`src/rtl/rgb_byte_unpacker.sv`:
```
// rgb_byte_unpacker: reassembles an R,G,B byte stream into 24-bit pixels tagged
// with raster coordinates and frame markers, presented on a registered
// valid/ready output.
module rgb_byte_unpacker #(
    parameter  int WIDTH  = 610,
    parameter  int HEIGHT = 874,
    localparam int XW     = $clog2(WIDTH),
    localparam int YW     = $clog2(HEIGHT)
) (
    input  logic          clk,
    input  logic          rst_n,
    input  logic          sync,
    input  logic          s_valid,
    output logic          s_ready,
    input  logic [7:0]    s_data,
    output logic          m_valid,
    input  logic          m_ready,
    output logic [23:0]   m_pixel,
    output logic [XW-1:0] m_x,
    output logic [YW-1:0] m_y,
    output logic          m_sof,
    output logic          m_eol,
    output logic          m_eof,
    output logic [15:0]   frame_cnt
);

    typedef enum logic [1:0] {
        PH_R = 2'd0,
        PH_G = 2'd1,
        PH_B = 2'd2
    } phase_t;

    phase_t          phase, phase_nxt;
    logic            accept;
    logic            pix_fire;
    logic [7:0]      r_byte_p0;
    logic [7:0]      g_byte_p0;
    logic [XW-1:0]   x_cnt;
    logic [YW-1:0]   y_cnt;
    logic            x_last;
    logic            y_last;

    assign x_last = (x_cnt == XW'(WIDTH - 1));
    assign y_last = (y_cnt == YW'(HEIGHT - 1));

    // Byte phase register.
    always_ff @(posedge clk or negedge rst_n) begin
        if (!rst_n) begin
            phase <= PH_R;
        end else begin
            phase <= phase_nxt;
        end
    end

    // Next phase, input ready and pixel-complete decode; only the B byte can be
    // held off, and only while the output register is full and not draining.
    always_comb begin
        phase_nxt = phase;
        s_ready   = 1'b1;
        pix_fire  = 1'b0;
        if (phase == PH_B) begin
            s_ready = !m_valid || m_ready;
        end
        accept = s_valid && s_ready;
        if (sync) begin
            // A byte accepted alongside sync is the R byte of the new frame.
            phase_nxt = accept ? PH_G : PH_R;
        end else if (accept) begin
            case (phase)
                PH_R: phase_nxt = PH_G;
                PH_G: phase_nxt = PH_B;
                PH_B: begin
                    phase_nxt = PH_R;
                    pix_fire  = 1'b1;
                end
                default: phase_nxt = PH_R;
            endcase
        end
    end

    // ---- stage p0: R/G staging ----
    // Capture R and G bytes; sync throws away any partial pixel.
    always_ff @(posedge clk or negedge rst_n) begin
        if (!rst_n) begin
            r_byte_p0 <= 8'd0;
            g_byte_p0 <= 8'd0;
        end else if (sync) begin
            r_byte_p0 <= accept ? s_data : 8'd0;
            g_byte_p0 <= 8'd0;
        end else if (accept) begin
            if (phase == PH_R) begin
                r_byte_p0 <= s_data;
            end
            if (phase == PH_G) begin
                g_byte_p0 <= s_data;
            end
        end
    end

    // Raster position of the next pixel to be emitted.
    always_ff @(posedge clk or negedge rst_n) begin
        if (!rst_n) begin
            x_cnt <= '0;
            y_cnt <= '0;
        end else if (sync) begin
            x_cnt <= '0;
            y_cnt <= '0;
        end else if (pix_fire) begin
            if (x_last) begin
                x_cnt <= '0;
                y_cnt <= y_last ? '0 : y_cnt + 1'b1;
            end else begin
                x_cnt <= x_cnt + 1'b1;
            end
        end
    end

    // Completed-frame counter, bumped on the edge the last B byte is taken.
    always_ff @(posedge clk or negedge rst_n) begin
        if (!rst_n) begin
            frame_cnt <= 16'd0;
        end else if (pix_fire && x_last && y_last) begin
            frame_cnt <= frame_cnt + 16'd1;
        end
    end

    // ---- stage p1: output register ----
    // Load a finished pixel with its tags; hold while stalled, empty on consume.
    always_ff @(posedge clk or negedge rst_n) begin
        if (!rst_n) begin
            m_valid <= 1'b0;
            m_pixel <= 24'd0;
            m_x     <= '0;
            m_y     <= '0;
            m_sof   <= 1'b0;
            m_eol   <= 1'b0;
            m_eof   <= 1'b0;
        end else if (pix_fire) begin
            m_valid <= 1'b1;
            m_pixel <= {r_byte_p0, g_byte_p0, s_data};
            m_x     <= x_cnt;
            m_y     <= y_cnt;
            m_sof   <= (x_cnt == '0) && (y_cnt == '0);
            m_eol   <= x_last;
            m_eof   <= x_last && y_last;
        end else if (m_ready) begin
            m_valid <= 1'b0;
        end
    end

endmodule

```
`config.mk`:
```
export PLATFORM = sky130hd
export DESIGN_NAME = rgb_byte_unpacker
export DESIGN_NICKNAME = d
export VERILOG_FILES = /design/src/rtl/rgb_byte_unpacker.sv
export SDC_FILE = /design/constraint.sdc
export NUM_CORES = 1
export LEC_CHECK = 0
export ABC_AREA = 1
export ABC_CLOCK_PERIOD_IN_PS = 1800
export CAP_MARGIN = 20
export CORE_ASPECT_RATIO = 0.8
export CORE_UTILIZATION = 50
export CTS_BUF_LIST = sky130_fd_sc_hd__clkbuf_8
export DETAILED_ROUTE_END_ITERATION = 6
export PLACE_DENSITY_LB_ADDON = 0.2
export RECOVER_POWER = 25
export SETUP_SLACK_MARGIN = 0.05
export SYNTH_ARGS = -nofsm -noshare
export SYNTH_HDL_FRONTEND = slang
export SYNTH_SLANG_ARGS = --single-unit
export TNS_END_PERCENT = 100
```
`constraint.sdc`:
```
create_clock -name clk -period 1.8 [get_ports clk]
set_input_delay 0.36 -clock clk [delete_from_list [all_inputs] [get_ports clk]]
set_output_delay 0.36 -clock clk [all_outputs]
set_load 0.01 [all_outputs]
```
# Word level (Yosys, flattened, before mapping)
# Index checks and enable logic that the tools add are counted.
# op_classes
add_sub_neg,3
n_mul,0
div,0
magnitude_cmp,0
eq_ne,4
n_shift,0
n_mux,24
bitwise_logic,0
n_reduce_logical,19
# op_table
cell,count
$mux W10,7
$mux W8,7
$add A10 B1 Y10 const B,2
$eq A10 B10 Y1 const B,2
$logic_not A10 Y1,2
$add A16 B1 Y16 const B,1
$reduce_bool A2 Y1,6
$mux W1,7
$reduce_and A2 Y1,3
$logic_and A1 B1 Y1,5
$mux W2,2
$pmux W2 S2,1
$eq A2 B1 Y1 const B,1
$eq A2 B2 Y1 const B,1
$logic_not A2 Y1,1
$logic_not A1 Y1,1
$logic_or A1 B1 Y1,1
# totals
ff_bits,102
latchBits,0
ramBits,0
rom_bits,0
in_bits,13
output_inout_bits,65
word_cells,63
mem_count,0

# Longest topological paths before layout
# depth
depth_word,8
ltp_mapped,11
depth_no_buf,10

# Worst setup path after synthesis
# OpenSTA, ideal clock, no wires.
# synth_timing
kind,register -> register
from,reg y_cnt[1]
to,reg frame_cnt[11]
arrival_ps,1385
t_required_ps,1684
setup_slack_ps,298
path_stages_with_launch,11
n_path_buf,1
path_cell_list,dfrtp_1 > inv_1 > ha_1 > nand2_1 > nor2_1 > nand3_4 > nor2_2 > nand2_2 > buf_2 > nand2_1 > nand2_1
# synth_via
elab_chain_cells,2
# synth_lines
item,line,rtl
from (decl),39,logic [YW-1:0] y_cnt;
from (signal assigned),111,y_cnt <= y_last ? '0 : y_cnt + 1'b1;
$eq A10 B10 Y1,44,assign y_last = (y_cnt == YW'(HEIGHT - 1));
$logic_and A1 B1 Y1,122,end else if (pix_fire && x_last && y_last) begin
to (signal assigned),123,frame_cnt <= frame_cnt + 16'd1;
to (decl),24,output logic [15:0] frame_cnt
# Every way passes these cells.
# A chain may end at the register's enable or synchronous reset.

# Final worst setup path
# layout_timing
from,reg m_valid
to,out m_valid
# layout_lines
item,line,rtl
from (decl),16,"output logic m_valid,"
from (signal assigned),131,m_valid <= 1'b0;
from (signal assigned),139,m_valid <= 1'b1;
from (signal assigned),147,m_valid <= 1'b0;
# No word-level cell between the ends.

==> reports/metrics.cfg <==
[status]
run_status = complete, no violations

[place]
placement_setup_slack_ps = -148
routabilityCongestion = 0.915
post_dp_cell_area_um2 = 5770
hpwl_mm = 7.56
io_buffer_count = 77

[layout]
antenna-diode-count = 0
syn2layout_area_growth_pct = 29.7
layout.nets = 707
finalInstanceArea_um2 = 6150
leading_cell_types_in_the_layout_fill_and_taps_excluded = sky130_fd_sc_hd__nand2_1, sky130_fd_sc_hd__dfrtp_1, sky130_fd_sc_hd__clkdlybuf4s50_1
finish.utilization_pct = 67.5
fraction_of_layout_instances_using_a_drive_strength_above_1_pct = 12.0
fillers = 732
final_common_cell = sky130_fd_sc_hd__nand2_1

[cts]
cts_buffer_depth = 2
htree_levels = 3
cts_inserted_buffers = 9
worstSkewPairLatency_ps = 400
clk_transition_reported_paths_ps = 110
cts.root.buffer_cell = sky130_fd_sc_hd__clkbuf_8
cts_tree = done
tritoncts_num_sinks = 102

[logic_synthesis]
synth.largest_area_cell = sky130_fd_sc_hd__dfrtp_1
yosysUniqueCellTypes = 30
synth.cell_area_um2 = 4740
syn_inst = 575
netlist_top_cells_area = sky130_fd_sc_hd__dfrtp_1, sky130_fd_sc_hd__nand2_1, sky130_fd_sc_hd__o21ai_0, sky130_fd_sc_hd__inv_1, sky130_fd_sc_hd__nand3_1
number_of_enable_flip_flop_cells_after_synthesis = 0
synth_sequential_area_ratio_pct = 53.8
synth_xor_xnor_area_share_pct = 2.59
main_combinational_cell_family_by_area_after_synthesis = simple AND/OR/NAND/NOR gates
postSynthRegisterBits = 102
yosys.area_share.simple_pct = 26.5
synth_compound_area_share_pct = 8.23
average_instance_area_after_synthesis_um2 = 8.25
synth.yosys.warnings = 0
yosys.area.top_type_share_pct = 53.8
synth.area.mux_share_pct = 0
post_synth_fa_ha_maj_area_fraction_pct = 1.85
synthFlopType = sky130_fd_sc_hd__dfrtp_1
synthArstFlopShare_pct = 100
synth.net_count = 595

[global_routing]
grt_pass1_wl_mm = 18.1
gr-total-overflow = 0
met2_usage_pct = 35.9
pin_count_of_the_biggest_net_entering_global_routing = 36
global_route.usage.met3_pct = 7.59
grt-busiest-layer = met2
antenna_found_initial = 0
aggregate_global_route_resource_usage_pct = 23.6
first_global_vias = 3746
gr-usage-met1_pct = 32.6

[setup_path]
reg2reg_from = x_cnt[1]
start_kind = flop
crit_path_max_incr_delay_ps = 560
r2r_slack_ps = 190
worstPathMaxFanout = 3
rr_endpoint = y_cnt[3]
critical_path_class = flop to output port
worstPathBufferInverterCount = 1
critPathArrivalTime_ps = 1360
crit_slowest_cell = sky130_fd_sc_hd__clkdlybuf4s50_1
critPathRequiredTime_ps = 1440
worst_r2r_path_depth = 9
timing.critical_path.cells = clkdlybuf4s50_1
cp_top_family = buffers and inverters
cp_capture_type = output port

[floorplanning]
core_um2 = 9110
initial_core_util_pct = 52.0
die_y_um = 89.1
std_cell_rows = 31
num_io_pins = 78
dieArea_um2 = 9880
die-width_um = 111

[timing]
setup_viol = 0
slew-limit-headroom_pct = 51.3
maxClockFrequency_ghz = 0.582
timing_max_transition_violations_final = 0
final.period_utilization_pct = 95.5
grt_setup_unrepaired = false
finalClockSkew_ps = 14.5
finalCriticalPeriod_ps = 1720
tightestPinTransition_ps = 731
final_hold_viol_count = 0
worst_slack_ps = 81.8

[min_path]
min_path_type = primary input to async pin

[run]
cap_violations = 0

[pwr]
power_density_nw_per_um2 = 822
total_power_mw = 5.05
power.static_leakage_nw = 3.05
peakVddDrop_mv = 0.724

[routing]
drt-pass1-iter-count = 5
postRouteWirelength_mm = 10.9
viasPerCell = 5.07
total_via_count_after_detailed_routing = 4092
dr.first_iter.drc_count = 199
antenna_left = 0
avgRoutedWirePerCell_um = 13.6
drc = 0

## cell families (layout without fill, tap and decap cells)
logic type | Yosys count | in the layout
buffers and inverters | 78 | 195
xor gates and xnor gates | 14 | 14
and+or+nand+nor | 298 | 298
AOI/OAI and AO/OA | 76 | 76
adders and majority gates | 7 | 7
DFF | 102 | 102
## worst max path at each step
stage	from	to	slack, ps	cells after the start
4_1_cts	phase[0]	s_ready	40	3
6_report	m_valid	m_valid	80	1
3_5_place_dp	m_ready	s_ready	-150	4
2_1_floorplan	y_cnt[1]	frame_cnt[11]	300	10
5_1_grt	m_valid	m_valid	50	1
3_3_place_gp	m_ready	s_ready	-160	4
## registers in the layout, indices dropped and copies added, names as in the netlist, 8 cells and up
register / cells
m_pixel: 24
r_byte_p0: 8
x_cnt: 10
g_byte_p0: 8
m_y: 10
y_cnt: 10
m_x: 10
frame_cnt: 16
## final cells by class
class                           count  area (um2)  share of cell area [%]
Clock inverter                      7         109                    1.77
Tap cell                          115         144                    2.34
Clock buffer                        9         124                    2.01
Inverter                           59         223                    3.62
Multi-Input combinational cell    395        1870                    30.4
Sequential cell                   102        2560                    41.6
Timing Repair Buffer              120        1120                    18.3
## cell usage after synthesis, drive strengths merged, types with 5 or more instances
cell type	n
nand4	13
xnor2	9
dfrtp	102
ha	7
clkbuf	9
nand3	36
o21ai	66
nor3	5
nor2	38
xor2	5
o22ai	7
nand2	205
inv	58
buf	10
## routing by layer
metal	wire length (um)	part of all wire, %
met2	5010	46
met1	5220	48
met4	119	1.1
met5	0	0
met3	597	5.5
## stage by stage
step,setup TNS [ps],cells,hold slack [ps]
2_1_floorplan,0,575,64.4
3_3_place_gp,-4030,773,270
3_5_place_dp,-4190,773,272
4_1_cts,0,799,381
5_1_grt,0,807,376
6_report,0,807,373
## power breakdown
| part | internal [mW] | switching [mW] |
|---|---|---|
| sequential | 2.48 | 0.115 |
| clock | 0.817 | 0.874 |
| combinational | 0.400 | 0.367 |
| total | 3.70 | 1.36 |
## what timing repair did
action	4_1_cts	5_1_grt
gates resized for setup	7	9
endpoints found under the hold margin	17	0
setup buffers	9	8
hold buffers	1	0
endpoints found under the setup margin	15	21
Note: power is estimated with default switching activity, not from simulation.
